### src/rtl/wb_stage_buf.sv
// Writeback stage: DEPTH-entry in-order buffer between MEM and the register-file write port,
// with head forwarding, pending-write mask, retired-instruction counter and debug trace.
module wb_stage_buf #(
    parameter  int XLEN       = 32,
    parameter  int REG_ADDR_W = 5,
    parameter  int DEPTH      = 2,
    localparam int BUS_W      = REG_ADDR_W + 1 + 2 * XLEN,
    localparam int NREG       = 2 ** REG_ADDR_W
) (
    input  logic                           clk,
    input  logic                           rst_n,
    input  logic [BUS_W-1:0]               mem_wb_bus_in,
    input  logic                           ms_to_ws_valid,
    output logic                           ws_allowin,
    input  logic                           rf_wready,
    output logic                           rf_we,
    output logic [REG_ADDR_W-1:0]          rf_waddr,
    output logic [XLEN-1:0]                rf_wdata,
    output logic [REG_ADDR_W+XLEN:0]       wb_data_bus_out,
    output logic [NREG-1:0]                ws_pend_mask,
    output logic                           ws_empty,
    output logic [63:0]                    instret,
    output logic [XLEN-1:0]                debug_wb_pc,
    output logic [3:0]                     debug_wb_rf_wen,
    output logic [REG_ADDR_W-1:0]          debug_wb_rf_wnum,
    output logic [XLEN-1:0]                debug_wb_rf_wdata
);

    // A single-entry buffer keeps a 1-bit pointer that never leaves zero.
    localparam int PTR_W = (DEPTH > 1) ? $clog2(DEPTH) : 1;
    localparam int CNT_W = $clog2(DEPTH + 1);

    typedef logic [PTR_W-1:0] ptr_t;

    logic [REG_ADDR_W-1:0] slot_rd_q   [DEPTH];
    logic                  slot_wen_q  [DEPTH];
    logic [XLEN-1:0]       slot_data_q [DEPTH];
    logic [XLEN-1:0]       slot_pc_q   [DEPTH];
    logic [DEPTH-1:0]      slot_vld_q;

    ptr_t                  wr_ptr_q, wr_ptr_d;
    ptr_t                  rd_ptr_q, rd_ptr_d;
    logic [CNT_W-1:0]      count_q, count_d;
    logic [63:0]           instret_q, instret_d;

    logic                  push, pop, head_valid, head_eff;
    logic [REG_ADDR_W-1:0] in_rd, h_rd;
    logic                  in_wen, h_wen;
    logic [XLEN-1:0]       in_data, in_pc, h_data, h_pc;

    function automatic ptr_t ptr_inc(input ptr_t p);
        return (p == ptr_t'(DEPTH - 1)) ? '0 : p + 1'b1;
    endfunction

    assign in_rd   = mem_wb_bus_in[BUS_W-1 -: REG_ADDR_W];
    assign in_wen  = mem_wb_bus_in[2*XLEN];
    assign in_data = mem_wb_bus_in[2*XLEN-1 -: XLEN];
    assign in_pc   = mem_wb_bus_in[XLEN-1:0];

    always_comb begin
        ws_allowin = (count_q != CNT_W'(DEPTH));
        head_valid = (count_q != '0);
        push       = ms_to_ws_valid & ws_allowin;
        pop        = head_valid & rf_wready;
        wr_ptr_d   = push ? ptr_inc(wr_ptr_q) : wr_ptr_q;
        rd_ptr_d   = pop  ? ptr_inc(rd_ptr_q) : rd_ptr_q;
        count_d    = count_q;
        unique case ({push, pop})
            2'b10:   count_d = count_q + 1'b1;
            2'b01:   count_d = count_q - 1'b1;
            default: count_d = count_q;
        endcase
        instret_d  = instret_q + 64'(pop);
    end

    always_ff @(posedge clk or negedge rst_n) begin
        if (!rst_n) begin
            wr_ptr_q   <= '0;
            rd_ptr_q   <= '0;
            count_q    <= '0;
            instret_q  <= '0;
            slot_vld_q <= '0;
            for (int unsigned i = 0; i < DEPTH; i++) begin
                slot_rd_q[i]   <= '0;
                slot_wen_q[i]  <= 1'b0;
                slot_data_q[i] <= '0;
                slot_pc_q[i]   <= '0;
            end
        end else begin
            wr_ptr_q  <= wr_ptr_d;
            rd_ptr_q  <= rd_ptr_d;
            count_q   <= count_d;
            instret_q <= instret_d;
            // Push and pop never target the same slot: that needs empty (no pop) or full (no push).
            if (push) begin
                slot_rd_q[wr_ptr_q]   <= in_rd;
                slot_wen_q[wr_ptr_q]  <= in_wen;
                slot_data_q[wr_ptr_q] <= in_data;
                slot_pc_q[wr_ptr_q]   <= in_pc;
                slot_vld_q[wr_ptr_q]  <= 1'b1;
            end
            if (pop) begin
                slot_vld_q[rd_ptr_q] <= 1'b0;
            end
        end
    end

    assign h_rd   = slot_rd_q[rd_ptr_q];
    assign h_wen  = slot_wen_q[rd_ptr_q];
    assign h_data = slot_data_q[rd_ptr_q];
    assign h_pc   = slot_pc_q[rd_ptr_q];

    always_comb begin
        head_eff        = head_valid & h_wen & (h_rd != '0);
        rf_we           = head_eff & rf_wready;
        rf_waddr        = head_valid ? h_rd   : '0;
        rf_wdata        = head_valid ? h_data : '0;
        wb_data_bus_out = head_valid ? {h_rd, head_eff, h_data} : '0;
        debug_wb_pc     = head_valid ? h_pc   : '0;
        ws_empty        = ~head_valid;
        instret         = instret_q;
    end

    always_comb begin
        ws_pend_mask = '0;
        for (int unsigned i = 0; i < DEPTH; i++) begin
            if (slot_vld_q[i] && slot_wen_q[i] && (slot_rd_q[i] != '0)) begin
                ws_pend_mask[slot_rd_q[i]] = 1'b1;
            end
        end
    end

    assign debug_wb_rf_wen   = {4{rf_we}};
    assign debug_wb_rf_wnum  = rf_waddr;
    assign debug_wb_rf_wdata = rf_wdata;

endmodule
### config.mk
export PLATFORM = sky130hd
export DESIGN_NAME = wb_stage_buf
export DESIGN_NICKNAME = d
export VERILOG_FILES = /design/src/rtl/wb_stage_buf.sv
export SDC_FILE = /design/constraint.sdc
export NUM_CORES = 1
export LEC_CHECK = 0
export CORE_MARGIN = 8
export CORE_UTILIZATION = 40
export DETAILED_ROUTE_END_ITERATION = 8
export GPL_TIMING_DRIVEN = 0
export PLACE_DENSITY = 0.7
export SKIP_LAST_GASP = 1
export SLEW_MARGIN = 25
export SYNTH_ARGS = -nofsm -noshare
export SYNTH_HDL_FRONTEND = slang
export SYNTH_SLANG_ARGS = --single-unit
export TNS_END_PERCENT = 50
### constraint.sdc
create_clock -name clk -period 9.16 [get_ports clk]
set_clock_uncertainty 0.2 [all_clocks]
set_input_delay 2.29 -clock clk [delete_from_list [all_inputs] [get_ports clk]]
set_output_delay 2.29 -clock clk [all_outputs]
set_load 0.005 [all_outputs]
### Word-level counts from Yosys, hierarchy flattened

Index checks and enable logic that the tools add are counted.

* equal/unequal tests: 3
* magnitude comparators: 11
* reduce and logical (&&, ||, !) cells: 14
* bitwise gates (word level): 12
* mux-type cells: 41
* add/sub/neg operators: 5

Operators by type and width (count)
* 32-bit two-way mux: 11
* 64-bit bitwise mux: 2
* 64-bit by 1-bit adder with 64-bit output: 1
* 38-bit two-way mux: 1
* 32-bit demux with 1-bit select: 1
* 32-bit bitwise OR: 1
* 5-bit two-way mux: 5
* 5-bit nonzero test: 3
* 5-bit by 6-bit < comparator with 1-bit output (second input constant): 2
* 10-bit bitwise mux: 1
* 1-bit demux with 5-bit select: 2
* 5-bit by 1-bit greater-or-equal comparator with 1-bit output (second input constant): 2
* 1-bit two-way mux: 10
* 1-bit logical AND: 9
* 1-bit AND: 5
* 5-bit demux with 1-bit select: 1
* 2-bit greater-or-equal comparator (second input constant): 2
* 1-bit by 2-bit < comparator with 1-bit output (second input constant): 2
* 2-bit two-way mux: 2
* 1-bit NOT with 2-bit output: 2
* 2-bit one-hot mux with 2 select lines: 1
* 2-bit nonzero test: 2
* 1-bit demux with 1-bit select: 3
* 1-bit adder (second input constant): 2
* other kinds (12): 13

* output and inout port bits: 247
* logic and storage cells: 99
* input port bits: 74
* bits in registers: 210

### Logic depth before layout (Yosys ltp)

* depth in word-level cells: 8
* mapped depth: 10
* gate-level depth less buffers: 9

### Least setup slack after synthesis

No wires, ideal clock.

* path type: input port to output port
* start: input rf_wready
* end: output debug_wb_rf_wen[0]
* data required time: 6.670 ns
* arrival: 2.604 ns
* stages: 2
* setup slack: 4.066 ns
* path buffers: 1
* cell sequence: and2_1 -> buf_4

* cells in the longest elaborated chain, start to end: 1

Ends and longest elaborated chain
* start: declaration: RTL line 15 `input logic rf_wready,`
* 1-bit AND: RTL line 115 `rf_we = head_eff & rf_wready;`
* end: declaration: RTL line 24 `output logic [3:0] debug_wb_rf_wen,`

No other way between the ends.

### Worst setup path after layout

Same ends and word-level chain as after synthesis.

==> out/metrics.csv <==
stage;metric;value;unit
critical_path;WS Path Type;in2out;
yosys;most numerous cell in the Yosys netlist;dfrtp_1;
yosys;Mapped Area;0.0104;sq mm
grt;first-pass GRT wire length;46500;um
timing;Max Slew Vio Count;0;
route;First-pass DRT Iterations;5;
grt;initial antenna violation count;5;
power;Flop pwr share;0.270;
placement;gpl congestion;0.872;
critical_path;largest stage delay on the critical path;500;ps
route;routed vias;8038;
route;DRT iter0 DRCs;458;
floorplan;die width;178;um
floorplan;initial cell density of the core;0.404;
grt;gr ovfl total;0;
yosys;Synth Flop Type;dfrtp_1;
power;overall power;0.00543;W
yosys;synthesized net count;989;
run;MaxCap Viol Count;0;
yosys;syn avg cell area;11.4;sq um
critical_path;Worst path top cell family by delay;buffers and inverters;
critical_path;critical path's slowest cell;clkdlybuf4s50_1;
yosys;top cells by count, synth;210 x dfrtp_1, 140 x mux2_2, 99 x nor2_1, 79 x buf_4, 69 x mux2i_1;
clock_tree;post-CTS setup buffer count;0;
timing;RSZ-0062 raised after global routing;no;
placement;quantity of I/O buffers inserted on ports;319;
yosys;Synth area leader;dfrtp_1;
clock_tree;root buf cell;clkbuf_16;
route;Avg WL per Cell;18.6;um
clock_tree;Post-CTS Resized;0;
floorplan;Core Region;0.0258;sq mm
cells_and_area;Layout Utilization;0.578;
yosys;Ys Warns;0;
yosys;post-synthesis sequential area ratio;0.503;
floorplan;die area;0.0315;sq mm
timing;Worst-Margin Slew;978;ps
critical_path;CP Cell Sequence;clkdlybuf4s50_1 -> and2_1 -> buf_4 -> clkdlybuf4s50_1;
timing;Max-slew headroom;0.345;
status;status;complete, no violations;
critical_path;Worst Path Required;6670;ps
timing;Final Hold Viols;0;
route;remaining antenna violation count;0;
critical_path;worst path bufs/invs;3;
clock_tree;CTS tree;built;
power;Comb pwr share;0.548;
cells_and_area;nets;1336;
cells_and_area;area grow syn2layout;43.1;%
power;worst vdd ir;0.236;mV
power;PD cells;364;mW/mm^2
yosys;ys async rst share;1.00;
grt;pin count of the biggest net entering global routing;79;
critical_path;critical path capture point type;primary output;
cells_and_area;share of cells above drive strength 1;0.211;
clock_tree;clock sinks;210;
yosys;Synth cell types;42;
yosys;Post-synth EDFFs;0;
clock_tree;deepest clock path buffer count;3;
grt;vias in the first global route;8340;
yosys;Synth area leaders;dfrtp_1 50%, mux2_2 15%, mux2i_1 6.6%;
yosys;post-synth top area share;0.503;
grt;total track usage;0.184;
timing;Setup TNS Final;0;ps
yosys;Mapped Cells;912;
clock_tree;CTS H-Tree Depth;1;
route;final wirelength;30000;um
route;DRC;0;
power;switch share;0.311;
power;LEAKAGE;6.48;nW
floorplan;num ports;321;
floorplan;DIE HEIGHT;178;um
route;Via density;4.99;
placement;DP HPWL;22800;um
critical_path;CP startpoint kind;input pin;
yosys;Synth Register Bits;210;
floorplan;Rows;59;
clock_tree;Clock Latency Late Sink;520;ps
timing;Tcrit/Tclk final;0.669;
power;Psw;0.00169;W
timing;Worst Hold Slack;280;ps
clock_tree;Worst-path clk slew;60;ps
critical_path;Arr. time, crit path;3640;ps
timing;Final Setup Violations;0;
worst_hold_path;Hold/Removal Path Class;reg2reg;
clock_tree;Num CTS Buffers;24;
timing;min Tclk post-route;6130;ps
critical_path;crit path max fanout;5;
power;clock share of power;0.182;
power;internal cell power;0.00374;W
clock_tree;CTS hold repair buffers;0;
timing;Fmax;163;MHz
critical_path;Top cell by count, worst path;clkdlybuf4s50_1;
state kept, by name (all words and copies together) (netlist names):
| name | count |
|---|---|
| instret | 64 |
| slot_data_q | 64 |
| slot_pc_q | 64 |
| slot_rd_q | 10 |
| count_q | 2 |
| slot_vld_q | 2 |
| slot_wen_q | 2 |
| rd_ptr_q | 1 |
| wr_ptr_q | 1 |
power by group through the flow:
| stage | Combinational (W) | Clock, W | Sequential, W |
|---|---|---|---|
| after global placement | 0.00299 | 0 | 0.00147 |
| after detailed placement | 0.00303 | 0 | 0.00149 |
| after floorplan | 0.00152 | 0 | 0.00143 |
| after CTS | 0.00304 | 0.00101 | 0.00147 |
| final | 0.00298 | 0.000988 | 0.00147 |
| after global routing | 0.00321 | 0.00106 | 0.00152 |
layout make-up:
type | instances | area (sq um)
plain buffers | 118 | 748
multi-input cells | 575 | 4400
fillers | 2212 | 10900
well taps | 335 | 419
diodes | 1 | 2.50
clock buffers | 35 | 702
inverters | 9 | 33.8
flip-flops and latches | 210 | 5260
clock inverters | 7 | 126
repair buffers | 321 | 3250
path summary, 6_finish.rpt:
path / start / end / slack [ps] / cells past startpoint
worst max-delay path: rf_wready / debug_wb_rf_wen[0] / 3030 / 4
worst min-delay path: instret[63]$_DFF_PN0_ / instret[63]$_DFF_PN0_ / 280 / 1
worst max register to register: count_q[0]$_DFFE_PN0P_ / instret[63]$_DFF_PN0_ / 5370 / 9
worst min register to register: instret[63]$_DFF_PN0_ / instret[63]$_DFF_PN0_ / 280 / 1
max in group asynchronous: rst_n / slot_wen_q[1]$_DFFE_PN0P_ / 6080 / 3
min in group asynchronous: rst_n / instret[39]$_DFF_PN0_ / 1520 / 1
worst register-to-register path, cell delays in order, from the launching register on:
cell and delay, ps:
dfrtp_1 400, nor2_1 240, nor2b_1 580, ha_1 310, nand3_1 210, nor4_1 680, nand2_1 210, buf_2 240
nor4_1 460, xor2_1 120
per-stage QoR:
| stage | cell area [sq um] | worst slack (ps) | instances |
|---|---|---|---|
| after global routing | 14900 | 2970 | 1611 |
| final | 14900 | 3030 | 1611 |
| after CTS | 14900 | 3020 | 1610 |
| after detailed placement | 14100 | 3030 | 1568 |
| after global placement | 14100 | -3280 | 1566 |
| after floorplan | 10400 | 4070 | 912 |
cell families after synthesis:
| logic type | share of synthesized area |
|---|---|
| buffers and inverters | 0.0749 |
| muxes | 0.217 |
| AOI/OAI and AO/OA | 0.0219 |
| DFF | 0.503 |
| adders and majority gates | 0.00360 |
| and+or+nand+nor | 0.122 |
| xor gates and xnor gates | 0.0562 |
| other | 0.000359 |
cell usage in the layout (no fill, tap or decap), types with 13 or more instances in the layout:
cell	instances
o22ai_1	29
nand2_1	42
mux2_2	140
dfrtp_1	210
clkbuf_1	36
xor2_1	39
nand3_1	22
mux2i_1	69
buf_4	79
clkbuf_16	24
xnor2_1	28
clkdlybuf4s50_1	318
nor3_1	17
nand4_1	21
nor2_1	99
nor4_1	13
layer usage:
metal | vias up | part of all wire | routed length, um | GRT usage
met5 | - | 0.0016 | 49 | 0
met4 | 8 | 0.018 | 549 | 0.0434
met3 | 46 | 0.094 | 2830 | 0.0577
met2 | 295 | 0.48 | 14300 | 0.312
met1 | 3892 | 0.41 | 12300 | 0.225
li1 | 3797 | - | - | -
Note: power is estimated with default switching activity, not from simulation.
